File: config.mk
export PLATFORM = sky130hd
export DESIGN_NAME = jump_game_fsm_flat
export DESIGN_NICKNAME = d
export VERILOG_FILES = /design/src/rtl/jump_game_fsm_if.sv /design/src/rtl/jump_game_fsm.sv /design/src/flat_wrapper.sv
export SDC_FILE = /design/constraint.sdc
export NUM_CORES = 1
export LEC_CHECK = 0
export CORE_ASPECT_RATIO = 0.8
export CORE_MARGIN = 10
export CORE_UTILIZATION = 50
export DETAILED_ROUTE_END_ITERATION = 8
export GPL_ROUTABILITY_DRIVEN = 0
export MAX_ROUTING_LAYER = met4
export PLACE_DENSITY = 0.67
export SLEW_MARGIN = 20
export SYNTH_ARGS = -nofsm -noshare
export SYNTH_HDL_FRONTEND = slang
export SYNTH_SLANG_ARGS = --single-unit
File: constraint.sdc
create_clock -name clk_machine -period 15.5 [get_ports clk_machine]
set_input_delay 1.55 -clock clk_machine [delete_from_list [all_inputs] [get_ports clk_machine]]
set_output_delay 1.55 -clock clk_machine [all_outputs]
set_load 0.03 [all_outputs]
File: src/rtl/jump_game_fsm_if.sv
// Block-placement interface between the jump game FSM and the block placer.
// Signals:
//   state       - 3-bit game state, driven by the FSM
//   random      - 7-bit pseudo-random value, driven by the FSM
//   x_block1    - x of the current (standing) block, driven by the placer
//   x_block2    - x of the target block, driven by the placer
//   en_block2   - target block valid, driven by the placer
//   reload_done - placer finished repositioning (pulse or level)
// Modports: master = FSM side, slave = block placer side.
interface jump_game_fsm_if;
    logic [2:0]  state;
    logic [6:0]  random;
    logic [31:0] x_block1;
    logic [31:0] x_block2;
    logic        en_block2;
    logic        reload_done;

    modport master (
        output state, random,
        input  x_block1, x_block2, en_block2, reload_done
    );

    modport slave (
        input  state, random,
        output x_block1, x_block2, en_block2, reload_done
    );
endinterface

File: src/rtl/jump_game_fsm.sv
// Master game state machine for the jump game.
// Times the key charge, moves the player, judges the landing and drives the
// block placer through jump_game_fsm_if (master modport).
// Ports:
//   clk_machine - system clock
//   rst_machine - synchronous active-high reset
//   key         - debounced jump key, level, 1 = pressed
//   blk         - block placer interface (state/random out; blocks/handshake in)
//   x_player    - player x position
//   score       - landed-jump count (saturating)
//   game_over   - high while in OVER
// Optional feature macro: PERFECT_BONUS_EN (centre landing scores 2).
module jump_game_fsm #(
    parameter int unsigned TICK_DIV   = 100000,
    parameter int unsigned CHARGE_MAX = 63,
    parameter int unsigned DIST_STEP  = 4,
    parameter int unsigned MOVE_STEP  = 2,
    parameter int unsigned HALF_W     = 20,
    parameter int unsigned CENTER_W   = 3
) (
    input  logic                   clk_machine,
    input  logic                   rst_machine,
    input  logic                   key,
    jump_game_fsm_if.master        blk,
    output logic [31:0]            x_player,
    output logic [15:0]            score,
    output logic                   game_over
);
    typedef enum logic [2:0] {
        IDLE   = 3'd0,
        RELOAD = 3'd1,
        READY  = 3'd2,
        CHARGE = 3'd3,
        JUMP   = 3'd4,
        JUDGE  = 3'd5,
        OVER   = 3'd6
    } state_t;

    localparam logic [31:0] DIV_LAST = 32'(TICK_DIV - 1);
    localparam logic [31:0] CMAX     = 32'(CHARGE_MAX);
    localparam logic [31:0] DSTEP    = 32'(DIST_STEP);
    localparam logic [31:0] MSTEP    = 32'(MOVE_STEP);
    localparam logic [31:0] HALF_L   = 32'(HALF_W);
    localparam logic [31:0] CENTER_L = 32'(CENTER_W);

`ifdef PERFECT_BONUS_EN
    localparam logic BONUS_EN = 1'b1;
`else
    localparam logic BONUS_EN = 1'b0;
`endif

    state_t      state_q, state_d;
    logic [6:0]  lfsr_q;
    logic [31:0] div_q;
    logic        key_d;
    logic [31:0] x_q, x_d;
    logic [15:0] score_q, score_d;
    logic [31:0] charge_q, charge_d;
    logic [31:0] dist_q, dist_d;
    logic [31:0] travel_q, travel_d;

    logic        tick;
    logic        key_rise;
    logic [31:0] remain, step;
    logic        hit2, hit1, bonus;
    logic [31:0] centre_diff;
    logic [16:0] score_sum;

    function automatic logic [31:0] win_lo(input logic [31:0] x);
        return (x >= HALF_L) ? (x - HALF_L) : '0;
    endfunction

    function automatic logic [31:0] win_hi(input logic [31:0] x);
        return x + HALF_L;
    endfunction

    assign tick     = (div_q == DIV_LAST);
    assign key_rise = key & ~key_d;

    assign blk.state  = state_q;
    assign blk.random = lfsr_q;
    assign x_player   = x_q;
    assign score      = score_q;
    assign game_over  = (state_q == OVER);

    // Landing window tests and score increment; the centre check is always
    // computed and gated by BONUS_EN so the default build ignores it.
    always_comb begin
        remain      = dist_q - travel_q;
        step        = (remain < MSTEP) ? remain : MSTEP;
        hit2        = blk.en_block2 && (x_q >= win_lo(blk.x_block2)) &&
                      (x_q <= win_hi(blk.x_block2));
        hit1        = (x_q >= win_lo(blk.x_block1)) && (x_q <= win_hi(blk.x_block1));
        centre_diff = (x_q >= blk.x_block2) ? (x_q - blk.x_block2) : (blk.x_block2 - x_q);
        bonus       = BONUS_EN && (centre_diff <= CENTER_L);
        score_sum   = {1'b0, score_q} + (bonus ? 17'd2 : 17'd1);
    end

    always_comb begin
        state_d  = state_q;
        x_d      = x_q;
        score_d  = score_q;
        charge_d = charge_q;
        dist_d   = dist_q;
        travel_d = travel_q;
        case (state_q)
            IDLE: begin
                if (key_rise) begin
                    score_d = '0;
                    state_d = RELOAD;
                end
            end
            RELOAD: begin
                if (blk.reload_done) begin
                    x_d     = blk.x_block1;
                    state_d = READY;
                end
            end
            READY: begin
                if (key_rise) begin
                    charge_d = '0;
                    state_d  = CHARGE;
                end
            end
            CHARGE: begin
                // Release takes priority over a coincident tick.
                if (!key) begin
                    dist_d   = charge_q * DSTEP;
                    travel_d = '0;
                    state_d  = JUMP;
                end else if (tick && (charge_q < CMAX)) begin
                    charge_d = charge_q + 32'd1;
                end
            end
            JUMP: begin
                if (travel_q == dist_q) begin
                    state_d = JUDGE;
                end else if (tick) begin
                    x_d      = x_q + step;
                    travel_d = travel_q + step;
                end
            end
            JUDGE: begin
                if (hit2) begin
                    score_d = score_sum[16] ? 16'hFFFF : score_sum[15:0];
                    state_d = RELOAD;
                end else if (hit1) begin
                    state_d = READY;
                end else begin
                    state_d = OVER;
                end
            end
            OVER: begin
                if (key_rise) state_d = IDLE;
            end
            default: state_d = IDLE;
        endcase
    end

    always_ff @(posedge clk_machine) begin
        if (rst_machine) begin
            state_q  <= IDLE;
            lfsr_q   <= 7'h01;
            div_q    <= '0;
            key_d    <= 1'b0;
            x_q      <= '0;
            score_q  <= '0;
            charge_q <= '0;
            dist_q   <= '0;
            travel_q <= '0;
        end else begin
            state_q  <= state_d;
            lfsr_q   <= {lfsr_q[5:0], lfsr_q[6] ^ lfsr_q[5]};
            div_q    <= tick ? '0 : (div_q + 32'd1);
            key_d    <= key;
            x_q      <= x_d;
            score_q  <= score_d;
            charge_q <= charge_d;
            dist_q   <= dist_d;
            travel_q <= travel_d;
        end
    end
endmodule

File: src/flat_wrapper.sv
// flat-port wrapper written by rule: the top's interface ports become plain ports
module jump_game_fsm_flat 
#(
    parameter int unsigned TICK_DIV   = 100000,
    parameter int unsigned CHARGE_MAX = 63,
    parameter int unsigned DIST_STEP  = 4,
    parameter int unsigned MOVE_STEP  = 2,
    parameter int unsigned HALF_W     = 20,
    parameter int unsigned CENTER_W   = 3
)
  (clk_machine, rst_machine, key, x_player, score, game_over, blk_state, blk_random, blk_x_block1, blk_x_block2, blk_en_block2, blk_reload_done);
  jump_game_fsm_if blk_i ();
  input  logic clk_machine;
  input  logic rst_machine;
  input  logic key;
  output logic [31:0] x_player;
  output logic [15:0] score;
  output logic game_over;
  output wire logic [$bits(blk_i.state)-1:0] blk_state;
  output wire logic [$bits(blk_i.random)-1:0] blk_random;
  input wire logic [$bits(blk_i.x_block1)-1:0] blk_x_block1;
  input wire logic [$bits(blk_i.x_block2)-1:0] blk_x_block2;
  input wire logic [$bits(blk_i.en_block2)-1:0] blk_en_block2;
  input wire logic [$bits(blk_i.reload_done)-1:0] blk_reload_done;
  assign blk_state = blk_i.state;
  assign blk_random = blk_i.random;
  assign blk_i.x_block1 = blk_x_block1;
  assign blk_i.x_block2 = blk_x_block2;
  assign blk_i.en_block2 = blk_en_block2;
  assign blk_i.reload_done = blk_reload_done;
  jump_game_fsm #(.TICK_DIV(TICK_DIV), .CHARGE_MAX(CHARGE_MAX), .DIST_STEP(DIST_STEP), .MOVE_STEP(MOVE_STEP), .HALF_W(HALF_W), .CENTER_W(CENTER_W)) u_core (.clk_machine(clk_machine), .rst_machine(rst_machine), .key(key), .blk(blk_i), .x_player(x_player), .score(score), .game_over(game_over));
endmodule
==> results.md <==
- Status: finished, final reports clean
- Crit-path max cell delay: between 0.6 and 0.7 ns
- Clk pin slew, worst setup/hold paths: approximately 0.080 ns
- CTS hold repair buffers: 0
- Drt drc: 0
- Critical path capture point type: flip-flop
- CTS resizes: 0
- Final setup viols: 0
- Via density per instance: approximately 6.0
- Worst path most repeated cell: a21o_1
- CTS tree: yes
- Synth warnings: 0
- Core Region: between 30000 and 40000 µm²
- R2R cell count: 25
- Yosys reg bits: between 150 and 200
- Final period utilization: 50.89%
- Hold path start: u_core.div_q[0]
- Synth top cells by count: nand2_1 (314), nor2_1 (221), ha_1 (216)
- Vias in the first global route: ~16000
- WL final: 52410 µm
- Post-synth top flop: dfxtp_1
- Max Root-Sink Buffers: 2
- Clock power frac: between 30% and 40%
- RSZ-0062 raised after global routing: false
- Ports: around 130
- Reg2reg start: u_core.travel_q[9]
- Combinational share of power: ~24%
- Arrival time at the worst endpoint: a little over 8 ns
- Final hold violation count: 0
- Diodes inserted: 0
- Max Cap Viol: 0
- CP Launch Type: primary input
- Post-Syn Instances: between 2000 and 2500
- Internal Pwr Total: around 830 µW
- Crit path max-delay family: compound AO/OA/AOI/OAI gates
- Worst path required time: between 15 and 20 ns
- DRT antenna net count: 0
- H-tree depth: 4
- Synth unique cells: between 80 and 90
- Number of synthesized flops with an enable pin: 0
- Switching share of power: approximately 34%
- Clock root buffer: clkbuf_16
- CP Max Fanout: 29
- Reg power frac: about two fifths
- DRT iter0 DRCs: ~1700
- Mapped cell area: around 17000 µm²
- CP Class: in -> reg
- Initial core utilization: between 50% and 60%
- WHS Endpoint: u_core.div_q[0]
- CTS buffer count: 17
- Initial antenna violation count: 0
- F_max: between 100 and 150 MHz
- Skew-Pair Late Insertion Delay: between 0.4 and 0.5 ns
- Wire per inst: roughly 18 µm
- First-pass GRT wire length: ~85000 µm
- Psw: about 430 µW
- Final Skew: around 0.011 ns
- Synthesized area per cell: between 7 and 8 µm²
- Area share of the largest cell type after synthesis: around a fifth
- Area contributors post-synth: dfxtp_1 (21%), ha_1 (16%), nand2_1 (6.8%), xor2_1 (6.2%), a21oi_1 (5.0%)
- GRT Total Usage: 24.43%
- Count of buffers from port buffering: roughly 130
- Max VDD drop: a little under 0.09 mV
- Final Net Count: around 2700
- Slew Limit Fails: 0
- Num rows: just over 60
- Area growth from synthesis to layout: 13.23%
- Total congestion overflow: 0
- Worst Hold Class: reg -> reg
- Total Die Area: about 43000 µm²
- Filler cell count: 3252
- R2r setup slk: roughly 8.2 ns
- Post-CTS Setup Bufs: 0
- Placed wire-length estimate: around 40000 µm
- Ratio of cells with drive above 1 in the final layout: under 10%
- Pwr/cell area: 64.26 nW/µm²
- Post-synth top area cell: dfxtp_1
- Most frequent cell after synthesis: nand2_1
- Die W: between 200 and 250 µm
- Drt pass-1 iters: 8
- Setup tns final: 0 ns
- Clk sinks: ~190
- Pin count of the biggest net entering global routing: slightly above 70
- Reg-to-Reg End: u_core.x_player[30]
- Min Tclk post-route: just under 8 ns
- Final core occ: between 50 and 60%
- CP max stage cell: a2111oi_0
- DR vias: between 15000 and 20000
- Hold Path Stages: 1
- Sequential area share after synthesis: 21.28%
- Worst Tran Pin Value: about 1.1 ns
- Crit path buf inv count: 3
- Fraction of registers with async set/reset: 0%
- Slew margin rel.: between 20% and 30%
- Die height: around 190 µm
- Pleak: ~8.6 nW
[cells in the final DEF, fill, tap and decap left out, types with 13 or more instances in the layout]
cell type	Yosys	final
dfxtp_1	185	185
a31oi_1	33	32
a211oi_1	23	23
clkbuf_16	0	17
ha_1	216	216
xnor2_1	64	64
conb_1	1	46
o21ai_0	138	138
nand4_1	69	69
and3_1	39	39
and2_1	20	20
and4_1	14	14
or3_1	14	14
o211ai_1	17	17
xor2_1	124	124
inv_1	72	72
clkdlybuf4s50_1	0	126
nor2_1	221	220
nor4_1	33	33
a21oi_1	175	175
nor2b_1	45	45
a21o_1	74	74
nand3_1	83	82
nor3_1	49	48
nand2b_1	29	29
nand2_1	314	314
o21a_1	13	13
[state kept, by name (all words and copies together) (netlist names)]
signal             flops
u_core.charge_q       32
u_core.blk.state       3
u_core.blk.random      7
u_core.key_d           1
u_core.score          16
u_core.travel_q       32
u_core.x_player       32
u_core.div_q          32
u_core.dist_q         30
[worst max path at each step]
| stage | startpoint | to | depth (start not counted) |
|---|---|---|---|
| 2_1_floorplan | blk_x_block2[9] | u_core.score[14] | 26 |
| 4_1_cts | blk_x_block2[9] | u_core.score[14] | 26 |
| 5_1_grt | blk_x_block2[7] | u_core.score[14] | 26 |
| 3_5_place_dp | blk_x_block2[9] | u_core.score[14] | 26 |
| 3_3_place_gp | blk_x_block2[7] | u_core.score[14] | 26 |
| 6_report | blk_x_block2[7] | u_core.score[14] | 26 |
[through the flow]
stage | setup slack, ns | power [mW] | cell area (µm²) | hold slack, ns | std cells
final | 7.612 | 1.266 | 19710 | 0.4551 | 2920
after floorplan | 8.774 | 0.7223 | 17570 | 0.4176 | 2397
after detailed placement | 7.292 | 0.8227 | 19090 | 0.4469 | 2887
after global routing | 7.181 | 1.334 | 19710 | 0.4783 | 2920
after CTS | 7.727 | 1.268 | 19690 | 0.4598 | 2919
after global placement | 7.468 | 0.8159 | 19090 | 0.4308 | 2887
[cell type report]
type / instances / area, µm² / area share (%)
clock inverter: 15 / 175.2 / 0.8889
sequential: 185 / 3704 / 18.79
inverter: 72 / 270.3 / 1.372
tap: 472 / 590.6 / 2.997
timing repair buffer: 138 / 1355 / 6.877
clock buffer: 17 / 425.4 / 2.159
multi-input combinational: 2021 / 13190 / 66.91
[metal layers]
metal	share of wire [%]	GRT usage (%)
met1	50	35.92
met2	40	33.54
met3	8.6	5.184
met4	0.78	4.198
met5	0	-
[power groups by stage]
| stage | Clock (mW) | Combinational, mW | Sequential, mW |
|---|---|---|---|
| 5_1_grt | 0.476 | 0.342 | 0.516 |
| 3_5_place_dp | 0 | 0.298 | 0.524 |
| 6_report | 0.446 | 0.307 | 0.513 |
| 4_1_cts | 0.454 | 0.301 | 0.513 |
| 3_3_place_gp | 0 | 0.291 | 0.525 |
| 2_1_floorplan | 0 | 0.192 | 0.531 |
[cell families (layout without fill, tap and decap cells)]
family                     count (synthesis)  count (layout)  synth area share [%]
AOI/OAI and AO/OA                        603             603                 22.55
adders and majority gates                217             217                 15.64
buffers and inverters                    191             242                 4.170
DFF                                      185             185                 21.28
and+or+nand+nor                          959             959                 26.39
other                                      1              46               0.02155
xor gates and xnor gates                 188             188                 9.462
muxes                                      8               8                0.4817
[worst reg2reg max path: cells and delay by family, from the launching register on]
family,cells,cell delay [ns]
AO/OA/AOI/OAI,16,4.15
XOR/XNOR,1,0.17
adder cells (fa/ha/maj),2,0.90
buffers and inverters,1,0.09
flip-flops,1,0.37
multiplexers,1,0.10
AND/OR/NAND/NOR,4,1.48
(Power assumes the default switching activity.)
